<file path="config.mk">
export PLATFORM = sky130hd
export DESIGN_NAME = program_rom_loader
export DESIGN_NICKNAME = d
export VERILOG_FILES = /design/src/rtl/program_rom_loader.sv
export SDC_FILE = /design/constraint.sdc
export NUM_CORES = 1
export LEC_CHECK = 0
export CORE_AREA = 2 2 76 78
export CTS_CLUSTER_SIZE = 28
export DETAILED_ROUTE_END_ITERATION = 12
export DIE_AREA = 0 0 78 80
export DONT_BUFFER_PORTS = 1
export PLACE_DENSITY = 0.79
export SETUP_SLACK_MARGIN = 0.02
export SLEW_MARGIN = 5
export SYNTH_ARGS = -nofsm -noshare
export SYNTH_HDL_FRONTEND = slang
export SYNTH_SLANG_ARGS = --single-unit
export TNS_END_PERCENT = 1
</file>
<file path="constraint.sdc">
create_clock -name clk -period 2.7 [get_ports clk]
set_input_delay 0.405 -clock clk [delete_from_list [all_inputs] [get_ports clk]]
set_output_delay 0.405 -clock clk [all_outputs]
set_load 0.02 [all_outputs]
</file>
<file path="src/rtl/program_rom_loader.sv">
// Program-ROM download engine: turns the HPS ioctl byte stream into one-hot
// ROM block writes, holds the CPU in reset meanwhile and reports the outcome.
module program_rom_loader #(
    parameter int         ROM_AW     = 13,
    parameter int         NUM_ROMS   = 5,
    parameter logic [7:0] LOAD_INDEX = 8'd0
) (
    input  logic                clk,
    input  logic                resetn,
    input  logic                ioctl_download,
    input  logic [7:0]          ioctl_index,
    input  logic [24:0]         ioctl_addr,
    input  logic [7:0]          ioctl_dout,
    input  logic                ioctl_wr,
    output logic                ioctl_wait,
    output logic [ROM_AW-1:0]   rom_wr_addr,
    output logic [7:0]          rom_wr_data,
    output logic [NUM_ROMS-1:0] rom_we,
    output logic                cpu_hold,
    output logic                load_done,
    output logic                load_error,
    output logic [15:0]         checksum
);

    localparam int          CHIP_W      = (NUM_ROMS > 1) ? $clog2(NUM_ROMS) : 1;
    localparam logic [24:0] IMAGE_BYTES = 25'(NUM_ROMS << ROM_AW);
    localparam logic [15:0] IMAGE_COUNT = 16'(NUM_ROMS << ROM_AW);

    typedef enum logic [1:0] {
        S_IDLE,
        S_LOAD,
        S_WRITE,
        S_DONE
    } state_t;

    state_t                state_q, state_d;
    logic [ROM_AW-1:0]     addr_q, addr_d;
    logic [7:0]            data_q, data_d;
    logic [NUM_ROMS-1:0]   we_q, we_d;
    logic                  wait_q, wait_d;
    logic                  hold_q, hold_d;
    logic                  done_q, done_d;
    logic                  error_q, error_d;
    logic [15:0]           checksum_q, checksum_d;
    logic [15:0]           count_q, count_d;

    logic                  dl_active;
    logic                  addr_in_range;
    logic [CHIP_W-1:0]     chip;
    logic [NUM_ROMS-1:0]   chip_onehot;

    assign dl_active     = ioctl_download && (ioctl_index == LOAD_INDEX);
    assign addr_in_range = (ioctl_addr < IMAGE_BYTES);
    assign chip          = ioctl_addr[ROM_AW +: CHIP_W];

    genvar gi;
    generate
        for (gi = 0; gi < NUM_ROMS; gi++) begin : g_chip_dec
            assign chip_onehot[gi] = (chip == CHIP_W'(gi));
        end
    endgenerate

    always_comb begin
        state_d    = state_q;
        addr_d     = addr_q;
        data_d     = data_q;
        we_d       = '0;
        wait_d     = 1'b0;
        hold_d     = hold_q;
        done_d     = done_q;
        error_d    = error_q;
        checksum_d = checksum_q;
        count_d    = count_q;

        case (state_q)
            S_IDLE: begin
                if (dl_active) begin
                    state_d    = S_LOAD;
                    done_d     = 1'b0;
                    error_d    = 1'b0;
                    checksum_d = '0;
                    count_d    = '0;
                    hold_d     = 1'b1;
                end
            end
            S_LOAD: begin
                if (!dl_active) begin
                    // Download finished: judge the image by byte count and error history.
                    state_d = S_DONE;
                    hold_d  = 1'b0;
                    if ((count_q == IMAGE_COUNT) && !error_q) begin
                        done_d = 1'b1;
                    end else begin
                        error_d = 1'b1;
                    end
                end else if (ioctl_wr) begin
                    if (addr_in_range) begin
                        state_d = S_WRITE;
                        addr_d  = ioctl_addr[ROM_AW-1:0];
                        data_d  = ioctl_dout;
                        we_d    = chip_onehot;
                        wait_d  = 1'b1;
                    end else begin
                        error_d = 1'b1;
                    end
                end
            end
            S_WRITE: begin
                // Always finishes, even if the download has already dropped.
                state_d    = S_LOAD;
                checksum_d = checksum_q + {8'h00, data_q};
                if (count_q != 16'hFFFF) begin
                    count_d = count_q + 16'd1;
                end
                if (ioctl_wr) begin
                    error_d = 1'b1;
                end
            end
            S_DONE: begin
                if (dl_active) begin
                    state_d = S_IDLE;
                end
            end
            default: state_d = S_IDLE;
        endcase
    end

    always_ff @(posedge clk) begin
        if (!resetn) begin
            state_q    <= S_IDLE;
            addr_q     <= '0;
            data_q     <= '0;
            we_q       <= '0;
            wait_q     <= 1'b0;
            hold_q     <= 1'b1;
            done_q     <= 1'b0;
            error_q    <= 1'b0;
            checksum_q <= '0;
            count_q    <= '0;
        end else begin
            state_q    <= state_d;
            addr_q     <= addr_d;
            data_q     <= data_d;
            we_q       <= we_d;
            wait_q     <= wait_d;
            hold_q     <= hold_d;
            done_q     <= done_d;
            error_q    <= error_d;
            checksum_q <= checksum_d;
            count_q    <= count_d;
        end
    end

    assign ioctl_wait  = wait_q;
    assign rom_wr_addr = addr_q;
    assign rom_wr_data = data_q;
    assign rom_we      = we_q;
    assign cpu_hold    = hold_q;
    assign load_done   = done_q;
    assign load_error  = error_q;
    assign checksum    = checksum_q;

endmodule

</file>
# Yosys cells after proc, flatten, opt, wreduce, memory -nomap -nowiden
# Index checks and enable logic that the tools add are counted.
# totals
regBits	64
out_inout_bits	46
elab_cells	74
# classes
addsub	2
magnitude_cmp	1
eq_ne	19
mux	24
reduce_logical	18
# ops
cell	count
one-hot mux 16 bit (2 select lines)	2
two-way mux 16 bit	2
less-than comparator 25 x 16 -> 1 bit, second input constant	1
adder 16 x 1 -> 16 bit, second input constant	1
adder 16 x 8 -> 16 bit	1
equality test 16 bit, second input constant	1
!= test 16 bit, second input constant	1
AND reduction 4 bit	4
!= test 2 bit, second input constant	6
!= test 3 bit, second input constant	4
two-way mux 1 bit	11
two-way mux 2 bit	5
zero test 8 bit	1
one-hot mux 2 bit (4 select lines)	1
equality test 3 x 2 -> 1 bit, second input constant	2
AND reduction 3 bit	2
AND reduction 6 bit	1
AND reduction 5 bit	1
equality test 2 bit, second input constant	2
one-hot mux 1 bit (2 select lines)	2
nonzero test 2 bit	2
equality test 3 x 1 -> 1 bit, second input constant	1
equality test 3 bit, second input constant	1
zero test 3 bit	1
7 further kinds	8

# Logic depth before layout (Yosys ltp)
# Gate-level depths: netlist (run 1).
# depth
word_depth	5
ltp_mapped	8

# Worst setup path before layout (run 1)
# Ideal clock, no wire load.
# synth_path
path_kind	reg2reg
from	reg checksum_q[0] (netlist: checksum[0])
to	reg checksum_q[14] (netlist: checksum[14])
setup_ps	70
t_arrival_ps	2144
setup_slack_ps	486
path_stages_with_launch	9
path_buffers	0
period_less_slack_ps	2214
cell_sequence	dfxtp_1 > ha_1 > inv_1 > fa_1 > nand2b_1 > a21oi_1 > a221oi_1 > or4_1 > a21oi_1
# synth_between
elab_chain_cells	2
# synth_lines
item	line_no	source
start: declaration	44	logic [15:0] checksum_q, checksum_d;
start signal: assignment	149	checksum_q <= checksum_d;
adder 16 x 8 -> 16 bit	111	checksum_d = checksum_q + {8'h00, data_q};
one-hot mux 16 bit (2 select lines)	75	case (state_q)
# No other way between the ends.
# A chain may end at the register's enable or synchronous reset.

# Worst setup path after layout (run 1)
# Same ends and word-level chain as after synthesis.

==> summary.txt, run 1 <==
Min-Delay Path Class: in -> reg
Reg-to-reg setup timing slack: 0.24 ns
Gr usage total: 0.2346
Max Clock Skew: 0.008634 ns
Slowest CP cell: dfxtp_1
Synth Instances: 368
Worst slew pin tran: 0.7767 ns
HPWL Detailed: 4963 µm
CTS buffer count: 9
Final Instance Area: 3601 µm²
Max Freq: 407.1 MHz
Initial Utilization: 0.6102
TNS Setup: 0 ns
Max Cap Violations: 0
Root Buffer: clkbuf_8
Violation count after the first detailed-route iteration: 152
Worst rel slew slack: 0.4822
Worst-skew pair later-pin latency: 0.35 ns
CTS Hold Buffers Added: 0
Max incr delay on CP: 0.48 ns
Worst-path clk slew: 0.07 ns
Top-count cell post-synth: dfxtp_1
Fin. Hold Viols: 0
Die area: 6240 µm²
First-pass GRT wire length: 11590 µm
Area contributors post-synth: dfxtp_1, mux2i_1, nor2_1
WS Path Type: reg -> reg
Worst reg2reg path endpoint: checksum[14]
Most frequent cells after synthesis: dfxtp_1, nor2_1, mux2i_1, nand2_1, a21oi_1
Final WS setup: 0.2438 ns
Asr flop ratio synth: 0
Core Region: 5405 µm²
Area delta synth->final: 9.180%
Synth Warn #: 0
EDFF count, synth: 0
Ports: 91
Clk buf depth: 2
Crit-path max FO: 8
CP required: 2.97 ns
Top-area cell type share of the netlist area: 0.3885
H-Tree Depth: 3
Worst path most repeated cell: a21oi_1
Pwr per Cell Area: 627.0 nW/µm²
Die span in y: 80 µm
Endpoints failing setup: 0
Crit end category: flop
Peak supply drop: 0.4473 mV
TritonRoute pass-1 iters: 4
Worst Setup EP: checksum[14]
# diodes: 0
Smallest hold slack: 0.1252 ns
Period utilisation layout: 0.9097
CTS tree: done
Slew Limit Fails: 0
Hold Path Depth: 1
Crit start category: flop
Vias per inst: 6.122
Std-Cell Rows: 27
Routed WL: 6924 µm
Post-Place Worst Slack: 0.2644 ns
Worst Reg-to-Reg Cells: 8
Post-DP Area: 3371 µm²
Net count after synthesis: 428
Final nets: 432
Number of gates resized after cts: 0
Number of global-route vias before repair: 2470
Critical Path Start: checksum[0]
Global placement routability congestion: 0.8453
Post-Syn Area per Cell: 8.962 µm²
Synth Register Bits: 64
Status: completed
Dominant synthesized flop cell: dfxtp_1
Proportion of synthesized chip area in sequential cells: 0.3885
Cell area after synthesis: 3298 µm²
Fin crit period: 2.456 ns
DR DRC count: 0
RR Startpoint: checksum[0]
Postcts setup bufs: 0
Fraction of final layout cells sized beyond drive strength 1: 0.09549
Worst EP arrival: 2.73 ns
Area leader, netlist: dfxtp_1
Initial antenna violation count: 0
Buffers on Ports: 0
WL/cell: 15.42 µm
Routed vias: 2749
Critical Path, Cell by Cell: ha_1, inv_1, fa_1, nand2b_1, a21oi_1, a221oi_1, or4_1, a21oi_1
Pleak: 1.315 nW
Chip Width: 78 µm
Clock Sinks: 64
RSZ-0062 raised after global routing: false
GRT overflow: 0
Largest net degree at the start of global routing: 31
Yosys cell types: 56
Remaining antenna violation count after routing: 0
[per-layer routing]
layer  track usage  wire length [µm]  up-vias
li1              -                 -     1357
met1        0.2900              2985     1263
met2        0.3862              3289      118
met3       0.05430               512       11
met4        0.1123               136        0
met5             0                 0        -
[metrics by stage]
| step | power, mW | utilization | instances |
|---|---|---|---|
| after floorplan | 1.264 | - | 368 |
| after detailed placement | 1.335 | 0.6236 | 433 |
| final | 2.258 | 0.6662 | 449 |
| after CTS | 2.275 | 0.6662 | 449 |
| after global routing | 2.355 | 0.6662 | 449 |
| after global placement | 1.326 | 0.6236 | 433 |
[state kept, by name (all words and copies together), names as in the netlist]
signal / cells
checksum: 16
count_q: 16
cpu_hold: 1
ioctl_wait: 1
load_done: 1
load_error: 1
rom_we: 5
rom_wr_addr: 13
rom_wr_data: 8
state_q: 2
[final cells by class]
cell class              instances  area (µm²)
clock buffers                  10       137.6
clock inverters                 6       92.59
fillers                       448        1804
inverters                      16       60.06
multi-input cells             273        1879
flip-flops and latches         64        1281
well taps                      72       90.09
repair buffers                  8       60.06
[how the worst min path moves through the flow]
stage / end / from
2_1_floorplan: count_q[15] / count_q[15]
3_3_place_gp: cpu_hold / resetn
3_5_place_dp: cpu_hold / resetn
4_1_cts: cpu_hold / resetn
5_1_grt: rom_we[1] / ioctl_addr[15]
6_report: cpu_hold / resetn
[worst max-delay path: cells and delay by family (launching register included)]
kind	cells	cell delay, ns
AOI/OAI and AO/OA	3	0.60
adders and majority gates	2	0.63
buffers and inverters	1	0.06
DFF	1	0.48
and+or+nand+nor	2	0.62
[power breakdown]
part / switching (mW) / internal [mW] / leakage, nW
Combinational: 0.192 / 0.113 / 0.691
Clock: 0.394 / 0.547 / 0.109
Sequential: 0.0409 / 0.971 / 0.516
Total: 0.626 / 1.63 / 1.32
[logic make-up after synthesis]
family,count (synthesis),share of synthesized area
buf+inv,31,0.04173
simple gates,147,0.2458
compound gates,75,0.1612
xor+xnor,15,0.03983
mux,21,0.06373
flops,64,0.3885
fa+ha+maj,15,0.05918
[placed cells by master, fill, tap and decap left out, types with 4 or more instances in the layout]
| master | count |
|---|---|
| dfxtp_1 | 64 |
| nand3_1 | 17 |
| nor2_1 | 50 |
| and3_1 | 5 |
| o31ai_1 | 4 |
| a41o_1 | 4 |
| a21o_1 | 6 |
| ha_1 | 14 |
| clkbuf_8 | 10 |
| o21ai_0 | 11 |
| o21a_1 | 4 |
| inv_1 | 16 |
| buf_4 | 8 |
| nor2b_1 | 5 |
| or4_1 | 4 |
| and2_1 | 4 |
| a211oi_1 | 5 |
| nand2b_1 | 4 |
| a21oi_1 | 19 |
| and4_1 | 4 |
| nor4_1 | 5 |
| xnor2_1 | 14 |
| mux2i_1 | 21 |
| nand4_1 | 7 |
| nand2_1 | 21 |
| nor3_1 | 6 |
No activity file was read; power rests on OpenSTA's default activity.
==> inputs of run 2 (changes only) <==
--- a/config.mk
+++ b/config.mk
@@ -10,7 +10,9 @@
 export DETAILED_ROUTE_END_ITERATION = 12
 export DIE_AREA = 0 0 78 80
 export DONT_BUFFER_PORTS = 1
+export GPL_TIMING_DRIVEN = 0
 export PLACE_DENSITY = 0.79
+export RECOVER_POWER = 25
 export SETUP_SLACK_MARGIN = 0.02
 export SLEW_MARGIN = 5
 export SYNTH_ARGS = -nofsm -noshare
==> run 2 against run 1 <==
Effect of this change:
- via count increased by 1.1%
- non-clock buffer count increased by 7
- sequential power about the same
- power decreased by 3.8%
- first-iteration DRC count decreased by 13%
==> summary.txt, run 2 (synthesized netlist as in run 1, its figures left out) <==
Status: completed
Crit start category: flop
TritonRoute pass-1 iters: 4
Remaining antenna violation count after routing: 0
Root Buffer: clkbuf_8
Fin. Hold Viols: 0
TNS Setup: 0 ns
DR DRC count: 0
Period utilisation layout: 0.8930
Routed vias: 2778
GR Layer Usage met1: 0.2880
Worst slew pin tran: 0.7172 ns
Pwr per Cell Area: 602.6 nW/µm²
Routed WL: 7196 µm
Crit end category: flop
Fraction of final layout cells sized beyond drive strength 1: 0.09635
CTS tree: done
Worst EP arrival: 2.69 ns
H-Tree Depth: 3
RSZ-0062 raised after global routing: false
GRT overflow: 0
CTS buffer count: 9
Gr usage total: 0.2458
CP required: 2.98 ns
First-pass GRT wire length: 12090 µm
DP Cell Count: 440
Clk buf depth: 2
Worst-skew pair later-pin latency: 0.35 ns
# fillers: 449
Number of global-route vias before repair: 2659
Worst-path clk slew: 0.08 ns
Vias per inst: 6.092
Most common cell after layout, fill and taps aside: dfxtp_1
# diodes: 0
Core Region: 5405 µm²
Initial Utilization: 0.6102
Design Power: 2.171 mW
Clock Sinks: 64
Ports: 91
Max Clock Skew: 0.006816 ns
Buffers on Ports: 0
Finished Core Util: 0.6667
HPWL Detailed: 5288 µm
Area delta synth->final: 9.257%
WS Path Type: reg -> reg
Endpoints failing setup: 0
Initial antenna violation count: 0
Crit-path max FO: 8
Die area: 6240 µm²
Largest net degree at the start of global routing: 13
Fin crit period: 2.411 ns
Busiest grt layer: met2
Pleak: 1.312 nW
Violation count after the first detailed-route iteration: 132
Reg-to-reg setup timing slack: 0.29 ns
Most frequent cells in the layout: dfxtp_1, nor2_1, mux2i_1, nand2_1, a21oi_1
Global placement routability congestion: 0.8507
Std-Cell Rows: 27
Peak supply drop: 0.4093 mV
Max Cap Violations: 0
Fin cells: 456
Chip Width: 78 µm
Met3 global-route usage: 0.07805
Met2 GRT Util: 0.4207
Die span in y: 80 µm
WL/cell: 15.78 µm
Slew Limit Fails: 0
Worst rel slew slack: 0.5156
Min-Delay Path Class: in -> reg
Max Freq: 414.7 MHz
Final nets: 439
## run 2: cell types whose count changed in the layout (fill, tap and decap cells not counted), sizes merged
cell / change
buf: -1
bufinv: -1
clkbuf: +8
inv: +1
## run 2: power breakdown
group / internal, mW / total, mW / switching, mW
sequential: 0.971 / 1.01 / 0.0426
clock: 0.454 / 0.851 / 0.397
combinational: 0.106 / 0.307 / 0.201
total: 1.53 / 2.17 / 0.640
## run 2: metrics by stage
stage | hold WS [ns] | worst slack (ns) | instance area, µm²
2_1_floorplan | 0.4764 | 0.4864 | 3298
4_1_cts | 0.1187 | 0.1420 | 3593
5_1_grt | 0.1221 | 0.1205 | 3603
3_3_place_gp | 0.4886 | 0.2299 | 3388
6_report | 0.1213 | 0.2888 | 3603
3_5_place_dp | 0.4882 | 0.1875 | 3388
## run 2: final cells by class
type	instances	area, µm²	area share
Clock inverter	6	67.56	0.01875
Inverter	16	60.06	0.01667
Sequential cell	64	1281	0.3556
Clock buffer	10	137.6	0.03819
Multi-Input combinational cell	273	1889	0.5243
Buffer	15	77.57	0.02153
Tap cell	72	90.09	0.02500
## run 2: repair_timing
item | CTS | global route
hold buffers | 0 | 0
endpoints found under the setup margin | 0 | 4
gates resized for setup | 0 | 2
buffers inserted | 0 | 0
## run 2: final timing paths
kind | end | depth (start not counted) | startpoint
worst max-delay path | checksum[12] | 8 | checksum[0]
worst min-delay path | rom_we[1] | 1 | ioctl_addr[15]
worst max register to register | checksum[12] | 8 | checksum[0]
worst min register to register | count_q[15] | 2 | count_q[15]
## run 2: per-layer routing
metal  wire (µm)  vias up  part of all wire
li1            -     1370                 -
met1        3092     1309              0.43
met2        3454       90              0.48
met3         541        9             0.075
met4         107        0             0.015
met5           0        -                 0
## run 2: critical path, cell delays in order, from the launching register on
cell and delay, ns:
dfxtp_1 0.48, ha_1 0.25, inv_1 0.06, fa_1 0.40, nand2b_1 0.19, a21oi_2 0.21, a221oi_2 0.17, or4_1 0.43
a21oi_1 0.15
